## src/rtl/muldiv_pkg.sv

```systemverilog
// muldiv_pkg: op encoding, FSM states and widths shared by the multiply/divide unit
package muldiv_pkg;
  localparam int OP_WIDTH = 3;
  typedef enum logic [OP_WIDTH-1:0] {
    OP_MUL, OP_MULH, OP_MULHSU, OP_MULHU, OP_DIV, OP_DIVU, OP_REM, OP_REMU
  } op_e;
  typedef enum logic [1:0] {S_IDLE, S_CALC, S_DONE} state_e;
endpackage

```

## src/rtl/muldiv_unit.sv

```systemverilog
// muldiv_unit: iterative one-bit-per-cycle multiplier and restoring divider
module muldiv_unit
  import muldiv_pkg::*;
#(
  parameter int WIDTH = 32
) (
  input  logic                clk,
  input  logic                rst,
  input  logic                start,
  input  logic [OP_WIDTH-1:0] op,
  input  logic [WIDTH-1:0]    src_a,
  input  logic [WIDTH-1:0]    src_b,
  input  logic                flush,
  output logic                busy,
  output logic                done,
  output logic [WIDTH-1:0]    result
);
  localparam int CW = $clog2(WIDTH) + 1;
  localparam logic [CW-1:0] LAST = CW'(WIDTH);
  state_e               state;
  op_e                  op_q;
  logic                 sa_q, sb_q;
  logic [WIDTH-1:0]     opb;
  logic [2*WIDTH-1:0]   acc;
  logic [CW-1:0]        cnt;
  op_e                  op_i;
  logic                 sa, sb, div_zero, ovf, fast;
  logic [WIDTH-1:0]     a_mag, b_mag, fast_res, q_f, r_f, fin;
  logic [WIDTH:0]       sum, diff;
  logic [2*WIDTH-1:0]   acc_mul, acc_div, p_f;
  assign op_i     = op_e'(op);
  assign sa       = src_a[WIDTH-1] & (op_i == OP_MULH || op_i == OP_MULHSU || op_i == OP_DIV || op_i == OP_REM);
  assign sb       = src_b[WIDTH-1] & (op_i == OP_MULH || op_i == OP_DIV || op_i == OP_REM);
  assign a_mag    = sa ? -src_a : src_a;
  assign b_mag    = sb ? -src_b : src_b;
  assign div_zero = op_i[2] && src_b == '0;
  assign ovf      = (op_i == OP_DIV || op_i == OP_REM) && src_a == {1'b1, {(WIDTH-1){1'b0}}} && src_b == '1;
  assign fast     = div_zero | ovf;
  assign fast_res = div_zero ? (op_i[1] ? src_a : '1) : (op_i[1] ? '0 : src_a);
  // accumulator holds {partial product, multiplier} or {remainder, dividend/quotient}
  assign sum      = {1'b0, acc[2*WIDTH-1:WIDTH]} + (acc[0] ? {1'b0, opb} : '0);
  assign acc_mul  = {sum, acc[WIDTH-1:1]};
  assign diff     = acc[2*WIDTH-1:WIDTH-1] - {1'b0, opb};
  assign acc_div  = diff[WIDTH] ? {acc[2*WIDTH-2:0], 1'b0} : {diff[WIDTH-1:0], acc[WIDTH-2:0], 1'b1};
  assign p_f      = (sa_q ^ sb_q) ? -acc : acc;
  assign q_f      = (sa_q ^ sb_q) ? -acc[WIDTH-1:0] : acc[WIDTH-1:0];
  assign r_f      = sa_q ? -acc[2*WIDTH-1:WIDTH] : acc[2*WIDTH-1:WIDTH];
  assign fin      = op_q[2] ? (op_q[1] ? r_f : q_f) : (op_q == OP_MUL ? p_f[WIDTH-1:0] : p_f[2*WIDTH-1:WIDTH]);
  // the final CALC cycle only applies sign correction, so busy drops there
  assign busy     = state == S_CALC && cnt != LAST;
  assign done     = state == S_DONE;
  always_ff @(posedge clk or posedge rst) begin
    if (rst) begin
      state  <= S_IDLE;
      op_q   <= OP_MUL;
      sa_q   <= 1'b0;
      sb_q   <= 1'b0;
      opb    <= '0;
      acc    <= '0;
      cnt    <= '0;
      result <= '0;
    end else if (flush) begin
      state <= S_IDLE;
    end else if (start && state != S_CALC) begin
      op_q <= op_i;
      sa_q <= sa;
      sb_q <= sb;
      if (fast) begin
        result <= fast_res;
        state  <= S_DONE;
      end else begin
        acc   <= {{WIDTH{1'b0}}, a_mag};
        opb   <= b_mag;
        cnt   <= '0;
        state <= S_CALC;
      end
    end else if (state == S_CALC) begin
      if (cnt == LAST) begin
        result <= fin;
        state  <= S_DONE;
      end else begin
        acc <= op_q[2] ? acc_div : acc_mul;
        cnt <= cnt + 1'b1;
      end
    end else if (state == S_DONE) begin
      state <= S_IDLE;
    end
  end
endmodule

```

## config.mk

```make
export PLATFORM = sky130hd
export DESIGN_NAME = muldiv_unit
export DESIGN_NICKNAME = d
export VERILOG_FILES = /design/src/rtl/muldiv_pkg.sv /design/src/rtl/muldiv_unit.sv
export SDC_FILE = /design/constraint.sdc
export NUM_CORES = 1
export LEC_CHECK = 0
export ABC_AREA = 1
export CAP_MARGIN = 5
export CORE_MARGIN = 3
export CORE_UTILIZATION = 57
export DETAILED_ROUTE_END_ITERATION = 6
export PLACE_DENSITY = 0.91
export SLEW_MARGIN = 20
export SYNTH_ARGS = -nofsm -noshare
export SYNTH_HDL_FRONTEND = slang
export SYNTH_SLANG_ARGS = --single-unit
```

## constraint.sdc

```tcl
create_clock -name clk -period 4.2 [get_ports clk]
set_input_delay 0.63 -clock clk [delete_from_list [all_inputs] [get_ports clk]]
set_output_delay 0.63 -clock clk [all_outputs]
set_load 0.02 [all_outputs]
```

==> out/summary.txt <==
=================================================================================
Post-synthesis sequential element count                                       141
P_leak                                                                    10.3 nW
RePlAce Congestion                                                           1.11
Count of mapped cells out of synthesis                                      3,272
Drt initial violations                                                      3,305
Post-DRT Antenna Nets                                                           0
First-pass iteration count of the detailed router                               7
Result of the run                                                    finished with violations
Synth warnings                                                                  0
Via count of the first global-routing pass                                 19,900
Reg-to-reg critical path startpoint                                        acc[0]
Maximum buffer depth of the clock tree                                          2
Maximum VDD drop                                                           394 uV
Clock latency at the later pin of the worst-skew pair                     0.46 ns
Most common cell after layout, fill and taps aside                   sky130_fd_sc_hd__nand2_1
Setup_tns                                                                    0 ns
Synth Net Count                                                             3,416
Initial cell density of the core                                            0.587
Number of enable-type register cells in the synthesized netlist                 0
Setup clock skew after layout                                           0.0146 ns
Post-layout power                                                         11.8 mW
Achievable Freq                                                           296 MHz
First-pass GRT wire length                                             111,000 um
Final setup vio count                                                           0
Total standard cell area after synthesis                               0.0183 mm2
Overall Global Routing Usage                                                0.412
PostCTS Resize Cnt                                                              0
Startpoint of the most critical setup path                                 acc[0]
Critical-path maximum fanout                                                   11
Placed wire-length estimate after detailed placement                    55,600 um
Post-CTS Setup Inserts                                                          0
Wire length per cell                                                      19.2 um
Hold buffer count at CTS                                                        0
Total Wirelength                                                        71,300 um
Global route overflow                                                           0
Normalized max-slew margin                                                  0.343
Quantity of I/O buffers inserted on ports                                     104
Min cycle time layout                                                     3.37 ns
IO Count                                                                      105
Fraction of synthesis flops using an asynchronous set or reset pin           1.00
Clock slew at reported path FFs                                           0.07 ns
Fraction of layout instances using a drive strength above 1                0.0481
Arr. time, crit path                                                      3.75 ns
Commonest non-fill, non-tap cells in the layout                      sky130_fd_sc_hd__nand2_1 (1,109), sky130_fd_sc_hd__inv_1 (402), sky130_fd_sc_hd__nor2_1 (354)
Chip width                                                                 185 um
Cell Count Post-Placement                                                   3,689
Synth unique cells                                                             54
Synthesis-to-layout area growth                                             9.70%
Period utilisation layout                                                   0.803
Classification of the worst-slack hold path                               reg2reg
H-tree lvl count                                                                4
Total of max-cap violations                                                     0
Worst Min Path Start                                                    result[2]
Final Hold Vio Count                                                            0
Critical Path Source Type                                                register
Count of nets after finishing                                               3,456
Count of fill cells added during filler insertion                           2,991
Final core occ                                                              0.644
Ant. Diodes                                                                     0
DR vias/cell                                                                 5.98
Part of the Yosys area used for sequential elements                         0.193
Data required time of the worst path                                      4.58 ns
Setup repair after global routing missed its margin                         false
Vias post-DR                                                               22,300
Violated checks                                                      design-rule violations
Area taken by flip-flops and latches                                  0.00353 mm2
Post-layout instance count excluding filler cells                           3,721
Prevailing post-synth register cell                                  sky130_fd_sc_hd__dfrtp_1
Type of the setup path with the least slack                               reg2reg
Root buffer selected by CTS                                          sky130_fd_sc_hd__clkbuf_16
Total clock sinks                                                             141
Endpoint kind of the worst setup timing path                             register
CTS Buf Count                                                                  17
Max-slew violation count                                                        0
Core footprint                                                         0.0311 mm2
Tightest Pin Transition                                                  0.985 ns
Total Die Area                                                         0.0343 mm2
Row cnt                                                                        64
P per Cell Area                                                        589 mW/mm2
Multi-input logic area                                                 0.0125 mm2
Maximum number of pins on one net before global-route repair                   97
Post-detailed-route DRC marker count                                           49
DIE HEIGHT                                                                 185 um
Antenna violations before repair                                                0
CTS tree                                                                      yes
Syn Area/Cell                                                            5.59 um2
=================================================================================
-- Yosys cell counts (3+ instances only) --
library cell               count  share of area
sky130_fd_sc_hd__nand2_1    1109           0.23
sky130_fd_sc_hd__inv_1       404          0.083
sky130_fd_sc_hd__nor2_1      354          0.073
sky130_fd_sc_hd__nand3_1     332          0.091
sky130_fd_sc_hd__o21ai_0     205          0.056
sky130_fd_sc_hd__a21oi_1     152          0.042
sky130_fd_sc_hd__dfrtp_1     141           0.19
sky130_fd_sc_hd__ha_1         71          0.049
sky130_fd_sc_hd__xor2_1       66          0.032
sky130_fd_sc_hd__o21ai_1      54          0.015
sky130_fd_sc_hd__clkbuf_1     51          0.010
sky130_fd_sc_hd__nand4_1      49          0.017
sky130_fd_sc_hd__nor3_1       34         0.0093
sky130_fd_sc_hd__buf_2        30         0.0082
sky130_fd_sc_hd__xnor2_1      24          0.011
sky130_fd_sc_hd__nor2_2       20         0.0068
sky130_fd_sc_hd__o211ai_1     16         0.0066
sky130_fd_sc_hd__nand2_2      15         0.0051
sky130_fd_sc_hd__a21oi_2      13         0.0062
sky130_fd_sc_hd__nand3b_1     13         0.0053
sky130_fd_sc_hd__buf_1        11         0.0023
sky130_fd_sc_hd__buf_6        11         0.0068
sky130_fd_sc_hd__buf_4         9         0.0037
sky130_fd_sc_hd__inv_2         8         0.0016
sky130_fd_sc_hd__o21a_1        8         0.0033
sky130_fd_sc_hd__nor2_4        6         0.0037
sky130_fd_sc_hd__nor4_1        6         0.0021
sky130_fd_sc_hd__o21bai_1      6         0.0025
sky130_fd_sc_hd__or2_2         6         0.0021
sky130_fd_sc_hd__clkbuf_8      5         0.0038
sky130_fd_sc_hd__nor3_2        5         0.0027
sky130_fd_sc_hd__nand2_4       4         0.0025
sky130_fd_sc_hd__a21o_1        3         0.0012
sky130_fd_sc_hd__clkbuf_2      3        0.00082
sky130_fd_sc_hd__nand3_2       3         0.0016
-- through the flow --
step                      hold WS, ns  setup WS (ns)  instance area, um2
after floorplan                 0.470           1.57               18300
after global placement          0.469          0.893               19500
after detailed placement        0.472          0.841               19500
after CTS                       0.497           1.02               20100
after global routing            0.518          0.555               20100
final                           0.495          0.825               20100
-- critical path: stages (launching register included) --
cell and delay (ns):
sky130_fd_sc_hd__dfrtp_1 0.69, sky130_fd_sc_hd__nand2_1 0.09, sky130_fd_sc_hd__inv_1 0.07, sky130_fd_sc_hd__ha_1 0.27, sky130_fd_sc_hd__inv_1 0.09, sky130_fd_sc_hd__fa_1 0.41
sky130_fd_sc_hd__o21ai_0 0.51, sky130_fd_sc_hd__nand2_1 0.14, sky130_fd_sc_hd__nand2_1 0.19, sky130_fd_sc_hd__nand4_1 0.23, sky130_fd_sc_hd__nand3_1 0.21, sky130_fd_sc_hd__nand2_1 0.08
sky130_fd_sc_hd__inv_1 0.05, sky130_fd_sc_hd__o21ai_0 0.06, sky130_fd_sc_hd__inv_1 0.08, sky130_fd_sc_hd__nand2_1 0.05, sky130_fd_sc_hd__nand2_1 0.07
-- routing by layer --
layer  wire length [um]  global-route usage  up-vias
li1                   -                   -    10500
met1              29500               0.585     9929
met2              27400               0.569     1569
met3              11600               0.163      231
met4               2810               0.137        0
met5                  0                   0        -
-- registers in the layout, summed over array words and instances, names as in the netlist --
| register | cells |
|---|---|
| sb_q | 1 |
| acc | 64 |
| opb | 32 |
| state | 2 |
| sa_q | 1 |
| op_q | 3 |
| result | 32 |
| cnt | 6 |
-- report_power, final --
part / internal, mW / switching, mW
Clock: 0.804 / 0.821
Sequential: 1.74 / 0.668
Combinational: 2.45 / 5.35
-- cell families after synthesis --
| group | count (synthesis) | synth area share |
|---|---|---|
| fa+ha+maj | 74 | 0.0513 |
| xor+xnor | 91 | 0.0440 |
| buf+inv | 535 | 0.123 |
| flops | 141 | 0.193 |
| compound gates | 468 | 0.137 |
| simple gates | 1963 | 0.452 |
-- area by class of cell --
type | instances | area share
clock buffer | 17 | 0.0212
clock inverter | 15 | 0.00848
inverter | 413 | 0.0777
multi-input combinational | 2596 | 0.624
sequential | 141 | 0.176
tap | 396 | 0.0247
timing repair buffer | 143 | 0.0677
-- final timing paths --
path                             end  slack, ns  cells after the start
setup / recovery             acc[63]       0.83                     16
hold / removal             result[2]       0.49                      2
setup reg to reg             acc[63]       0.83                     16
hold reg to reg            result[2]       0.49                      2
max in group asynchronous  result[0]       2.82                      3
min in group asynchronous    acc[18]       0.61                      2
Power figures use the tool's default switching activity.
